**config.mk**
```make
export PLATFORM = sky130hd
export DESIGN_NAME = archer_projectile_scheduler_flat
export DESIGN_NICKNAME = d
export VERILOG_FILES = /design/src/rtl/archer_projectile_scheduler_if.sv /design/src/rtl/archer_projectile_scheduler.sv /design/src/flat_wrapper.sv
export SDC_FILE = /design/constraint.sdc
export NUM_CORES = 1
export LEC_CHECK = 0
export CAP_MARGIN = 10
export CORE_UTILIZATION = 30
export DETAILED_ROUTE_END_ITERATION = 10
export GPL_TIMING_DRIVEN = 0
export SYNTH_ARGS = -nofsm -noshare
export SYNTH_HDL_FRONTEND = slang
export SYNTH_SLANG_ARGS = --single-unit
```
**constraint.sdc**
```tcl
create_clock -name clk -period 3.2 [get_ports clk]
set_clock_uncertainty 0.15 [all_clocks]
set_input_delay 0.8 -clock clk [delete_from_list [all_inputs] [get_ports clk]]
set_output_delay 0.8 -clock clk [all_outputs]
set_load 0.05 [all_outputs]
```
**src/rtl/archer_projectile_scheduler_if.sv**
```systemverilog
// Handshake bundle between the archer projectile scheduler, the shared
// projectile-update datapath, the sprite renderer and the boss damage logic.
interface archer_projectile_scheduler_if #(
    parameter int NUM_SLOTS = 4,
    parameter int SLOT_W    = 2
);
    logic                 frame_tick;
    logic [1:0]           game_active;
    logic                 fire_req;
    logic                 launch_valid;
    logic [SLOT_W-1:0]    launch_slot;
    logic                 upd_start;
    logic [SLOT_W-1:0]    upd_slot;
    logic                 upd_done;
    logic                 upd_hit;
    logic                 upd_offscreen;
    logic [NUM_SLOTS-1:0] slot_active;
    logic                 attack_hit;
    logic                 busy;
    logic                 overrun;

    // The game side drives frame/fire/datapath results and observes the scheduler.
    modport master (
        output frame_tick, game_active, fire_req, upd_done, upd_hit, upd_offscreen,
        input  launch_valid, launch_slot, upd_start, upd_slot, slot_active,
               attack_hit, busy, overrun
    );

    modport slave (
        input  frame_tick, game_active, fire_req, upd_done, upd_hit, upd_offscreen,
        output launch_valid, launch_slot, upd_start, upd_slot, slot_active,
               attack_hit, busy, overrun
    );
endinterface

```
**src/rtl/archer_projectile_scheduler.sv**
```systemverilog
// Archer multi-shot controller: allocates projectile slots on fire, then on each
// frame sweeps one shared update datapath over the live slots and retires them.
module archer_projectile_scheduler #(
    parameter int NUM_SLOTS           = 4,
    parameter int SLOT_W              = 2,
    parameter int PROJECTILE_LIFETIME = 60,
    parameter int FIRE_COOLDOWN       = 6
) (
    input logic                          clk,
    input logic                          rst,
    archer_projectile_scheduler_if.slave bus
);
    localparam int LIFE_W = $clog2(PROJECTILE_LIFETIME + 1);

    typedef enum logic [1:0] {IDLE, ISSUE, WAIT, NEXT} state_e;

    state_e               state_q, state_d;
    logic [NUM_SLOTS-1:0] sweep_mask_q, sweep_mask_d;
    logic [SLOT_W-1:0]    cur_slot_q, cur_slot_d;
    logic [NUM_SLOTS-1:0] slot_active_q, slot_active_d;
    logic [LIFE_W-1:0]    lifetime_q [NUM_SLOTS];
    logic [LIFE_W-1:0]    lifetime_d [NUM_SLOTS];
    logic [7:0]           cooldown_q, cooldown_d;
    logic                 launch_valid_q, launch_valid_d;
    logic [SLOT_W-1:0]    launch_slot_q, launch_slot_d;
    logic                 attack_hit_q, attack_hit_d;
    logic                 overrun_q, overrun_d;

    logic                 active;
    logic                 busy;
    logic                 accept;
    logic [SLOT_W-1:0]    alloc_slot;
    logic [NUM_SLOTS-1:0] remaining;

    function automatic logic [SLOT_W-1:0] lowest_set(input logic [NUM_SLOTS-1:0] m);
        lowest_set = '0;
        for (int i = NUM_SLOTS - 1; i >= 0; i--) begin
            if (m[i]) lowest_set = SLOT_W'(i);
        end
    endfunction

    assign active     = (bus.game_active == 2'd1);
    assign busy       = (state_q != IDLE);
    // Free-slot choice uses the registered mask, so a slot retired this cycle
    // only becomes allocatable on the following cycle.
    assign alloc_slot = lowest_set(~slot_active_q);
    assign accept     = bus.fire_req && active && (cooldown_q == 8'd0) && !(&slot_active_q);
    assign remaining  = sweep_mask_q & ~(NUM_SLOTS'(1) << cur_slot_q);

    always_comb begin
        // NOTE: every next-state signal gets a default first so no path through
        // the case statement can leave it unassigned and infer a latch.
        state_d        = state_q;
        sweep_mask_d   = sweep_mask_q;
        cur_slot_d     = cur_slot_q;
        slot_active_d  = slot_active_q;
        lifetime_d     = lifetime_q;
        cooldown_d     = cooldown_q;
        launch_valid_d = 1'b0;
        launch_slot_d  = launch_slot_q;
        attack_hit_d   = 1'b0;
        overrun_d      = overrun_q | (bus.frame_tick && busy);

        if (bus.frame_tick && cooldown_q != 8'd0) cooldown_d = cooldown_q - 8'd1;

        case (state_q)
            IDLE: begin
                if (bus.frame_tick && active) begin
                    sweep_mask_d = slot_active_q;
                    if (|slot_active_q) begin
                        state_d    = ISSUE;
                        cur_slot_d = lowest_set(slot_active_q);
                    end
                end
            end
            ISSUE: state_d = WAIT;
            WAIT: begin
                if (bus.upd_done) begin
                    state_d = NEXT;
                    if (bus.upd_hit) begin
                        slot_active_d[cur_slot_q] = 1'b0;
                        attack_hit_d              = 1'b1;
                    end else if (bus.upd_offscreen) begin
                        slot_active_d[cur_slot_q] = 1'b0;
                    end else begin
                        if (lifetime_q[cur_slot_q] != '0)
                            lifetime_d[cur_slot_q] = lifetime_q[cur_slot_q] - LIFE_W'(1);
                        if (lifetime_q[cur_slot_q] <= LIFE_W'(1))
                            slot_active_d[cur_slot_q] = 1'b0;
                    end
                end
            end
            NEXT: begin
                sweep_mask_d = remaining;
                cur_slot_d   = lowest_set(remaining);
                state_d      = (|remaining) ? ISSUE : IDLE;
            end
            default: state_d = IDLE;
        endcase

        // The allocated slot is free, so it never collides with the slot being retired.
        if (accept) begin
            slot_active_d[alloc_slot] = 1'b1;
            lifetime_d[alloc_slot]    = LIFE_W'(PROJECTILE_LIFETIME);
            cooldown_d                = 8'(FIRE_COOLDOWN);
            launch_valid_d            = 1'b1;
            launch_slot_d             = alloc_slot;
        end

        // Leaving gameplay abandons any sweep in flight; late datapath results are dropped.
        if (!active) begin
            state_d       = IDLE;
            sweep_mask_d  = '0;
            slot_active_d = '0;
            cooldown_d    = 8'd0;
            attack_hit_d  = 1'b0;
        end
    end

    // NOTE: state registers use non-blocking assignment so every flop samples
    // the pre-edge values regardless of statement order.
    always_ff @(posedge clk) begin
        if (rst) begin
            state_q        <= IDLE;
            sweep_mask_q   <= '0;
            cur_slot_q     <= '0;
            slot_active_q  <= '0;
            cooldown_q     <= 8'd0;
            launch_valid_q <= 1'b0;
            launch_slot_q  <= '0;
            attack_hit_q   <= 1'b0;
            overrun_q      <= 1'b0;
            // NOTE: the lifetime array is small and its reset value is observable
            // behaviour, so it is cleared here rather than left as a bare memory.
            for (int i = 0; i < NUM_SLOTS; i++) lifetime_q[i] <= '0;
        end else begin
            state_q        <= state_d;
            sweep_mask_q   <= sweep_mask_d;
            cur_slot_q     <= cur_slot_d;
            slot_active_q  <= slot_active_d;
            cooldown_q     <= cooldown_d;
            launch_valid_q <= launch_valid_d;
            launch_slot_q  <= launch_slot_d;
            attack_hit_q   <= attack_hit_d;
            overrun_q      <= overrun_d;
            lifetime_q     <= lifetime_d;
        end
    end

    assign bus.launch_valid = launch_valid_q;
    assign bus.launch_slot  = launch_slot_q;
    assign bus.upd_start    = (state_q == ISSUE);
    assign bus.upd_slot     = cur_slot_q;
    assign bus.slot_active  = slot_active_q;
    assign bus.attack_hit   = attack_hit_q;
    assign bus.busy         = busy;
    assign bus.overrun      = overrun_q;
endmodule

```
**src/flat_wrapper.sv**
```systemverilog
// flat-port wrapper written by rule: the top's interface ports become plain ports
module archer_projectile_scheduler_flat 
#(
    parameter int NUM_SLOTS           = 4,
    parameter int SLOT_W              = 2,
    parameter int PROJECTILE_LIFETIME = 60,
    parameter int FIRE_COOLDOWN       = 6
)
  (clk, rst, bus_frame_tick, bus_game_active, bus_fire_req, bus_upd_done, bus_upd_hit, bus_upd_offscreen, bus_launch_valid, bus_launch_slot, bus_upd_start, bus_upd_slot, bus_slot_active, bus_attack_hit, bus_busy, bus_overrun);
  archer_projectile_scheduler_if #(.NUM_SLOTS(NUM_SLOTS), .SLOT_W(SLOT_W)) bus_i ();
  input logic clk;
  input logic rst;
  input wire logic [$bits(bus_i.frame_tick)-1:0] bus_frame_tick;
  input wire logic [$bits(bus_i.game_active)-1:0] bus_game_active;
  input wire logic [$bits(bus_i.fire_req)-1:0] bus_fire_req;
  input wire logic [$bits(bus_i.upd_done)-1:0] bus_upd_done;
  input wire logic [$bits(bus_i.upd_hit)-1:0] bus_upd_hit;
  input wire logic [$bits(bus_i.upd_offscreen)-1:0] bus_upd_offscreen;
  output wire logic [$bits(bus_i.launch_valid)-1:0] bus_launch_valid;
  output wire logic [$bits(bus_i.launch_slot)-1:0] bus_launch_slot;
  output wire logic [$bits(bus_i.upd_start)-1:0] bus_upd_start;
  output wire logic [$bits(bus_i.upd_slot)-1:0] bus_upd_slot;
  output wire logic [$bits(bus_i.slot_active)-1:0] bus_slot_active;
  output wire logic [$bits(bus_i.attack_hit)-1:0] bus_attack_hit;
  output wire logic [$bits(bus_i.busy)-1:0] bus_busy;
  output wire logic [$bits(bus_i.overrun)-1:0] bus_overrun;
  assign bus_i.frame_tick = bus_frame_tick;
  assign bus_i.game_active = bus_game_active;
  assign bus_i.fire_req = bus_fire_req;
  assign bus_i.upd_done = bus_upd_done;
  assign bus_i.upd_hit = bus_upd_hit;
  assign bus_i.upd_offscreen = bus_upd_offscreen;
  assign bus_launch_valid = bus_i.launch_valid;
  assign bus_launch_slot = bus_i.launch_slot;
  assign bus_upd_start = bus_i.upd_start;
  assign bus_upd_slot = bus_i.upd_slot;
  assign bus_slot_active = bus_i.slot_active;
  assign bus_attack_hit = bus_i.attack_hit;
  assign bus_busy = bus_i.busy;
  assign bus_overrun = bus_i.overrun;
  archer_projectile_scheduler #(.NUM_SLOTS(NUM_SLOTS), .SLOT_W(SLOT_W), .PROJECTILE_LIFETIME(PROJECTILE_LIFETIME), .FIRE_COOLDOWN(FIRE_COOLDOWN)) u_core (.clk(clk), .rst(rst), .bus(bus_i));
endmodule
```
# ---- Yosys cells after proc, flatten, opt, wreduce, memory -nomap -nowiden
# Index checks and enable logic that the tools add are counted.
dict set report word_totals {
  reg_bits 49
  input_bits 9
  out_inout_bits 13
  word_cells 125
}
dict set report op_classes {
  add_sub_neg 2
  magnitude_cmp 9
  n_eq_ne 7
  shifts 1
  muxes 50
  bitwise 15
  n_reduce_logical 27
}
# cell count
set ops {}
lappend ops {{$mux 24} 6}
lappend ops {{$mux 2} 17}
lappend ops {{$mux 4} 7}
lappend ops {{$bwmux 24} 1}
lappend ops {{$demux 6 s2} 2}
lappend ops {{$mux 6} 4}
lappend ops {{$or 16x16->16} 1}
lappend ops {{$bmux 6 s2} 1}
lappend ops {{$not 4->4} 3}
lappend ops {{$reduce_or 4->1} 3}
lappend ops {{$logic_and 1x1->1} 10}
lappend ops {{$and 4x4->4} 2}
lappend ops {{$and 8x8->8} 1}
lappend ops {{$logic_not 8->1} 1}
lappend ops {{$not 8->8} 1}
lappend ops {{$pmux 2 s4} 1}
lappend ops {{$pmux 4 s2} 1}
lappend ops {{$reduce_bool 8->1} 1}
lappend ops {{$sub 8x1->8 const B} 1}
lappend ops {{$ge 3x3->1 const B} 2}
lappend ops {{$le 6x1->1 const B} 1}
lappend ops {{$lt 2x3->1 const B} 2}
lappend ops {{$lt 3x1->1 const B} 2}
lappend ops {{$mux 3} 2}
lappend ops {{23 further kinds} 38}

# ---- Depth between registers and ports, before layout
dict set report logic_depth {
  depth_word 13
  mapped_depth 7
  depth_no_buf 7
}

# ---- Worst setup path before layout
# Ideal clock, no wire load.
dict set report synth_timing {
  path_type {register to register}
  start {register u_core.cur_slot_q[0], in the netlist u_core.bus.upd_slot[0]}
  end {register u_core.lifetime_q[7] (netlist bit)}
  setup_ns 0.112
  arrival_time_ns 2.435
  t_required_ns 2.938
  setup_slack_ns 0.503
  path_stages_with_launch 6
  n_path_buf 1
  period_less_slack_ns 2.697
  cell_sequence {dfxtp_1 > buf_6 > mux4_2 > nor4_4 > a21oi_2 > a2111oi_1}
}
dict set report synth_between {
  elab_chain_cells 13
  word_cells_on_any_way 19
  classes_between {add/sub: 1; order compare: 2; mux: 12; bitwise: 2; reduce/logical: 2}
}
# item line
set synth_rtl {}
lappend synth_rtl {{from (decl)} archer_projectile_scheduler.sv:19} ;# logic [SLOT_W-1:0] cur_slot_q, cur_slot_d;
lappend synth_rtl {{from (signal assigned)} archer_projectile_scheduler.sv:139} ;# cur_slot_q <= cur_slot_d;
lappend synth_rtl {{$not 2->3 (not written as such) *} {archer_projectile_scheduler.sv:86, archer_projectile_scheduler.sv:87}}
lappend synth_rtl {{$bmux 6 s2 (tied with other cells)} {archer_projectile_scheduler.sv:86, archer_projectile_scheduler.sv:87}}
lappend synth_rtl {{$mux 6 (not written as such) / $logic_and 1x1->1 (equally long branches)} {archer_projectile_scheduler.sv:86, archer_projectile_scheduler.sv:87}}
lappend synth_rtl {{$mux 6, on equally long branches} {archer_projectile_scheduler.sv:86, archer_projectile_scheduler.sv:87}}
lappend synth_rtl {{$sub 6x1->6 / $demux 6 s2 (equally long branches)} archer_projectile_scheduler.sv:87} ;# lifetime_d[cur_slot_q] = lifetime_q[cur_slot_q] - LIFE_W'(1);
lappend synth_rtl {{$bwmux 24} archer_projectile_scheduler.sv:87}
lappend synth_rtl {{$mux 24 *} archer_projectile_scheduler.sv:86} ;# if (lifetime_q[cur_slot_q] != '0)
lappend synth_rtl {{$mux 24 *} archer_projectile_scheduler.sv:83} ;# end else if (bus.upd_offscreen) begin
lappend synth_rtl {{$mux 24 *} archer_projectile_scheduler.sv:80} ;# if (bus.upd_hit) begin
lappend synth_rtl {{$mux 24 *} archer_projectile_scheduler.sv:78} ;# if (bus.upd_done) begin
lappend synth_rtl {{$mux 24 *} archer_projectile_scheduler.sv:66} ;# case (state_q)
lappend synth_rtl {{$and 8x8->8 (no source line)} -}
lappend synth_rtl {{$mux 24 *} archer_projectile_scheduler.sv:102} ;# if (accept) begin
lappend synth_rtl {{to (signal assigned)} archer_projectile_scheduler.sv:146} ;# lifetime_q <= lifetime_d;
lappend synth_rtl {{to (decl)} archer_projectile_scheduler.sv:21} ;# logic [LIFE_W-1:0] lifetime_q [NUM_SLOTS];
# Every way passes the cells marked *; elsewhere a longest branch is shown, timed or not. The select of a mux whose other input is x is not followed.
# A chain may end at the register's enable or synchronous reset.

# ---- Worst setup path after layout
dict set report layout_timing {
  start {register u_core.state_q[0]}
  end {output bus_busy}
}
dict set report layout_between {
  elab_chain_cells 1
}
# item line
set layout_rtl {}
lappend layout_rtl {{from (decl)} archer_projectile_scheduler.sv:17} ;# state_e state_q, state_d;
lappend layout_rtl {{from (signal assigned)} archer_projectile_scheduler.sv:137} ;# state_q <= state_d;
lappend layout_rtl {{$reduce_bool 2->1} archer_projectile_scheduler.sv:43} ;# assign busy = (state_q != IDLE);
lappend layout_rtl {{to (decl)} flat_wrapper.sv:25} ;# output wire logic [$bits(bus_i.busy)-1:0] bus_busy;
# No other way between the ends.

==> impl_results.md <==
* DP HPWL at approximately 4700 µm
* Fraction of layout instances using a drive strength above 1 at about 8%
* Post-Synthesis Cells at ~290
* Rel. slew slack at between 40 and 50%
* Initial antenna violation count at 0
* Unrepaired setup endpoints after global routing: no
* Clk buf depth at 2
* Final-report hold violation count at 0
* Worst slew pin tran at between 0.8 and 0.9 ns
* Cts bufs inserted at 5
* Crit start category: flip-flop
* Synth async-reset ratio at 0%
* First-pass GRT wire length at ~11000 µm
* Dominant synthesized flop cell: dfxtp_1
* Combinational family with the most area after synthesis: simple AND/OR/NAND/NOR gates
* Mux cell area share after synthesis at 10.65%
* Syn Nets at 307
* Largest net degree at the start of global routing at 16
* Pwr Total at around 1.2 mW
* Synthesis-stage register bit count at 49
* Slew Limit Fails at 0
* CP Max Fanout at 6
* Number of port buffers at 21
* Synthesized-area fraction occupied by adder cells at 4.335%
* Outcome: completed
* Vias in the first global route at 2169
* Via count at 2278
* Compound-Gate Fraction of Synth Area at 18.64%
* Pre-Repair DR Iteration Count at 4
* # rows at 33
* Residual DRC count at 0
* WP data required at approximately 2.3 ns
* CP endpoint kind: primary output
* Worst Path Arrival at approximately 2.1 ns
* WL per Instance at ~15 µm
* Initial DRC count at 121
* DIE WIDTH at about 95 µm
* CTS clock-pin slew for the worst setup and hold paths at about 0.090 ns
* Gr usage total at between 10% and 20%
* Tcrit/Tclk final at a little over nine tenths
* P_leak at between 0.9 and 1 nW
* Min-Delay Path Class: flip-flop to flip-flop
* Initial Util at a little under a third
* H-tree depth at 2
* Non-Filler Instances at 423
* Post-synthesis sequential area ratio at a little under two fifths
* RR Endpoint: u_core.lifetime_q[13]
* Hold Path Stages at 2
* Sink Count at 49
* DRT Wirelength at around 6400 µm
* Via density at 5.385
* Diodes inserted at 0
* R2r setup slk at slightly above 0.4 ns
* CORE AREA at between 0.008 and 0.009 mm²
* Post-synthesis simple-gate area fraction at 20.57%
* Clk Latency, worst-skew pair at 0.31 ns
* Distinct cell type count after synthesis at 47
* Area Overhead vs Synth at 18.02%
* Cells after DPL at 415
* Critical path launch point: u_core.state_q[0]
* Syn_area_per_cell at 8.988 µm²
* Final min period at slightly above 3 ns
* Synth Area in XOR/XNOR at under 10%
* Post-DRT Antenna Nets at 0
* CTS Root Cell: clkbuf_8
* Synth Cell Area at between 0.002 and 0.003 mm²
* P per Cell Area at about 380 mW/mm²
* WHS at 0.3154 ns
* Fin nets at 335
* WS Path Type: flip-flop to primary output
* Ys Warns at 0
* Number of synthesized flops with an enable pin at 0
* Die Footprint at around 0.0090 mm²
* CTS tree: built
* CP endpoint: bus_busy
* Worst reg-to-reg path cell count at 7
* Reg2reg start: u_core.bus.upd_slot[1]
* Chip Height at 95.05 µm
* MaxCap Viol Count at 0
* Final setup vio count at 0
* Congestion Overflow GR at 0
* Maximum vdd ir drop at 0.1771 mV
* Fmax at about 0.33 GHz
* GPL Wtd Cong at 0.8101
* Num ports at 22
==> Yosys cell counts, drive strengths merged, types with 2 or more instances <==
cell type	n	area, µm²
a2111oi	5	50.05
a211oi	3	22.52
a21o	2	15.01
a21oi	27	150.1
a22oi	2	15.01
a311oi	8	70.07
a31oi	4	25.02
buf	2	16.26
clkbuf	12	45.04
dfxtp	49	980.9
ha	9	112.6
inv	9	33.78
mux2i	13	130.1
mux4	6	135.1
nand2	17	63.81
nand2b	3	18.77
nand3	6	30.03
nand4	2	12.51
nor2	30	112.6
nor2b	7	43.79
nor3	20	100.1
nor3b	3	22.52
nor4	3	33.78
nor4bb	2	20.02
o21ai	9	45.04
o22ai	2	12.51
o311ai	2	17.52
or2	4	25.03
or3	4	25.02
xnor2	5	43.79
xor2	8	70.07
==> worst max-delay path, stage by stage (launching register included) <==
cell,delay [ns]
dfxtp_1,0.40
inv_1,0.10
ha_1,0.20
clkbuf_1,0.18
inv_1,0.11
clkdlybuf4s50_1,0.81
==> cell usage in the layout (no fill, tap or decap), types with 6 or more instances in the layout <==
cell              n
dfxtp_1          49
nor2_1           30
a21oi_1          23
clkdlybuf4s50_1  21
nor3_1           20
nand2_1          17
mux2i_1          13
clkbuf_1         12
inv_1             9
ha_1              9
xor2_1            8
a311oi_1          8
o21ai_0           8
nor2b_1           7
mux4_2            6
nand3_1           6
clkbuf_8          6
==> stage by stage <==
step / area (µm²) / util (%) / setup TNS, ns / setup slack, ns
2_1_floorplan: 2597 / - / 0 / 0.5032
3_3_place_gp: 2939 / 35.41 / 0 / 0.01110
3_5_place_dp: 2939 / 35.41 / -0.2081 / -0.06874
4_1_cts: 3059 / 36.86 / 0 / 0.1482
5_1_grt: 3065 / 36.94 / 0 / 0.003245
6_report: 3065 / 36.94 / 0 / 0.1470
==> cells by family after synthesis <==
logic type                 after synthesis
AOI/OAI and AO/OA                       71
xor gates and xnor gates                13
adders and majority gates                9
buffers and inverters                   23
DFF                                     49
muxes                                   20
and+or+nand+nor                        104
==> area by class of cell <==
cell class,instances,area (µm²)
inverter,9,33.78
buffer,14,61.31
fill,843,5234
clock buffer,6,82.58
clock inverter,2,37.54
tap,105,131.4
sequential,49,980.9
multi-input combinational,217,1528
timing repair buffer,21,210.2
==> where the power goes <==
group          switching (mW)  total (mW)  leakage [nW]  internal, mW
Clock                   0.212       0.466        0.0574         0.254
Sequential            0.00347       0.617         0.395         0.614
Combinational          0.0534      0.0874         0.525        0.0341
==> routing by layer <==
layer | global-route usage, % | part of all wire [%] | vias to the layer above | wire length, µm
li1 | - | - | 1122 | -
met2 | 24.82 | 46 | 71 | 2958
met3 | 3.190 | 4.7 | 16 | 302
met1 | 19.99 | 47 | 1069 | 3012
met5 | 0 | 0 | - | 0
met4 | 5.682 | 2.4 | 0 | 154
==> flip-flops by register name (all words and copies together), names as in the netlist <==
name	count
u_core.lifetime_q	24
u_core.cooldown_q	8
u_core.bus.slot_active	4
u_core.sweep_mask_q	4
u_core.bus.launch_slot	2
u_core.bus.upd_slot	2
u_core.state_q	2
u_core.bus.attack_hit	1
u_core.bus.launch_valid	1
u_core.bus.overrun	1
==> how the worst min path moves through the flow <==
stage	from	end
floorplan	u_core.cooldown_q[1]	u_core.cooldown_q[1]
global placement	u_core.bus.launch_slot[0]	u_core.bus.launch_slot[0]
detailed placement	u_core.bus.launch_slot[0]	u_core.bus.launch_slot[0]
CTS	u_core.bus.launch_slot[0]	u_core.bus.launch_slot[0]
global route	u_core.bus.launch_slot[0]	u_core.bus.launch_slot[0]
finish	u_core.bus.launch_slot[0]	u_core.bus.launch_slot[0]
==> timing repair <==
item,4_1_cts,5_1_grt
endpoints found under the setup margin,0,1
resized for setup,0,1
hold buffers,0,0
setup buffers,0,0
Note: power is estimated with default switching activity, not from simulation.
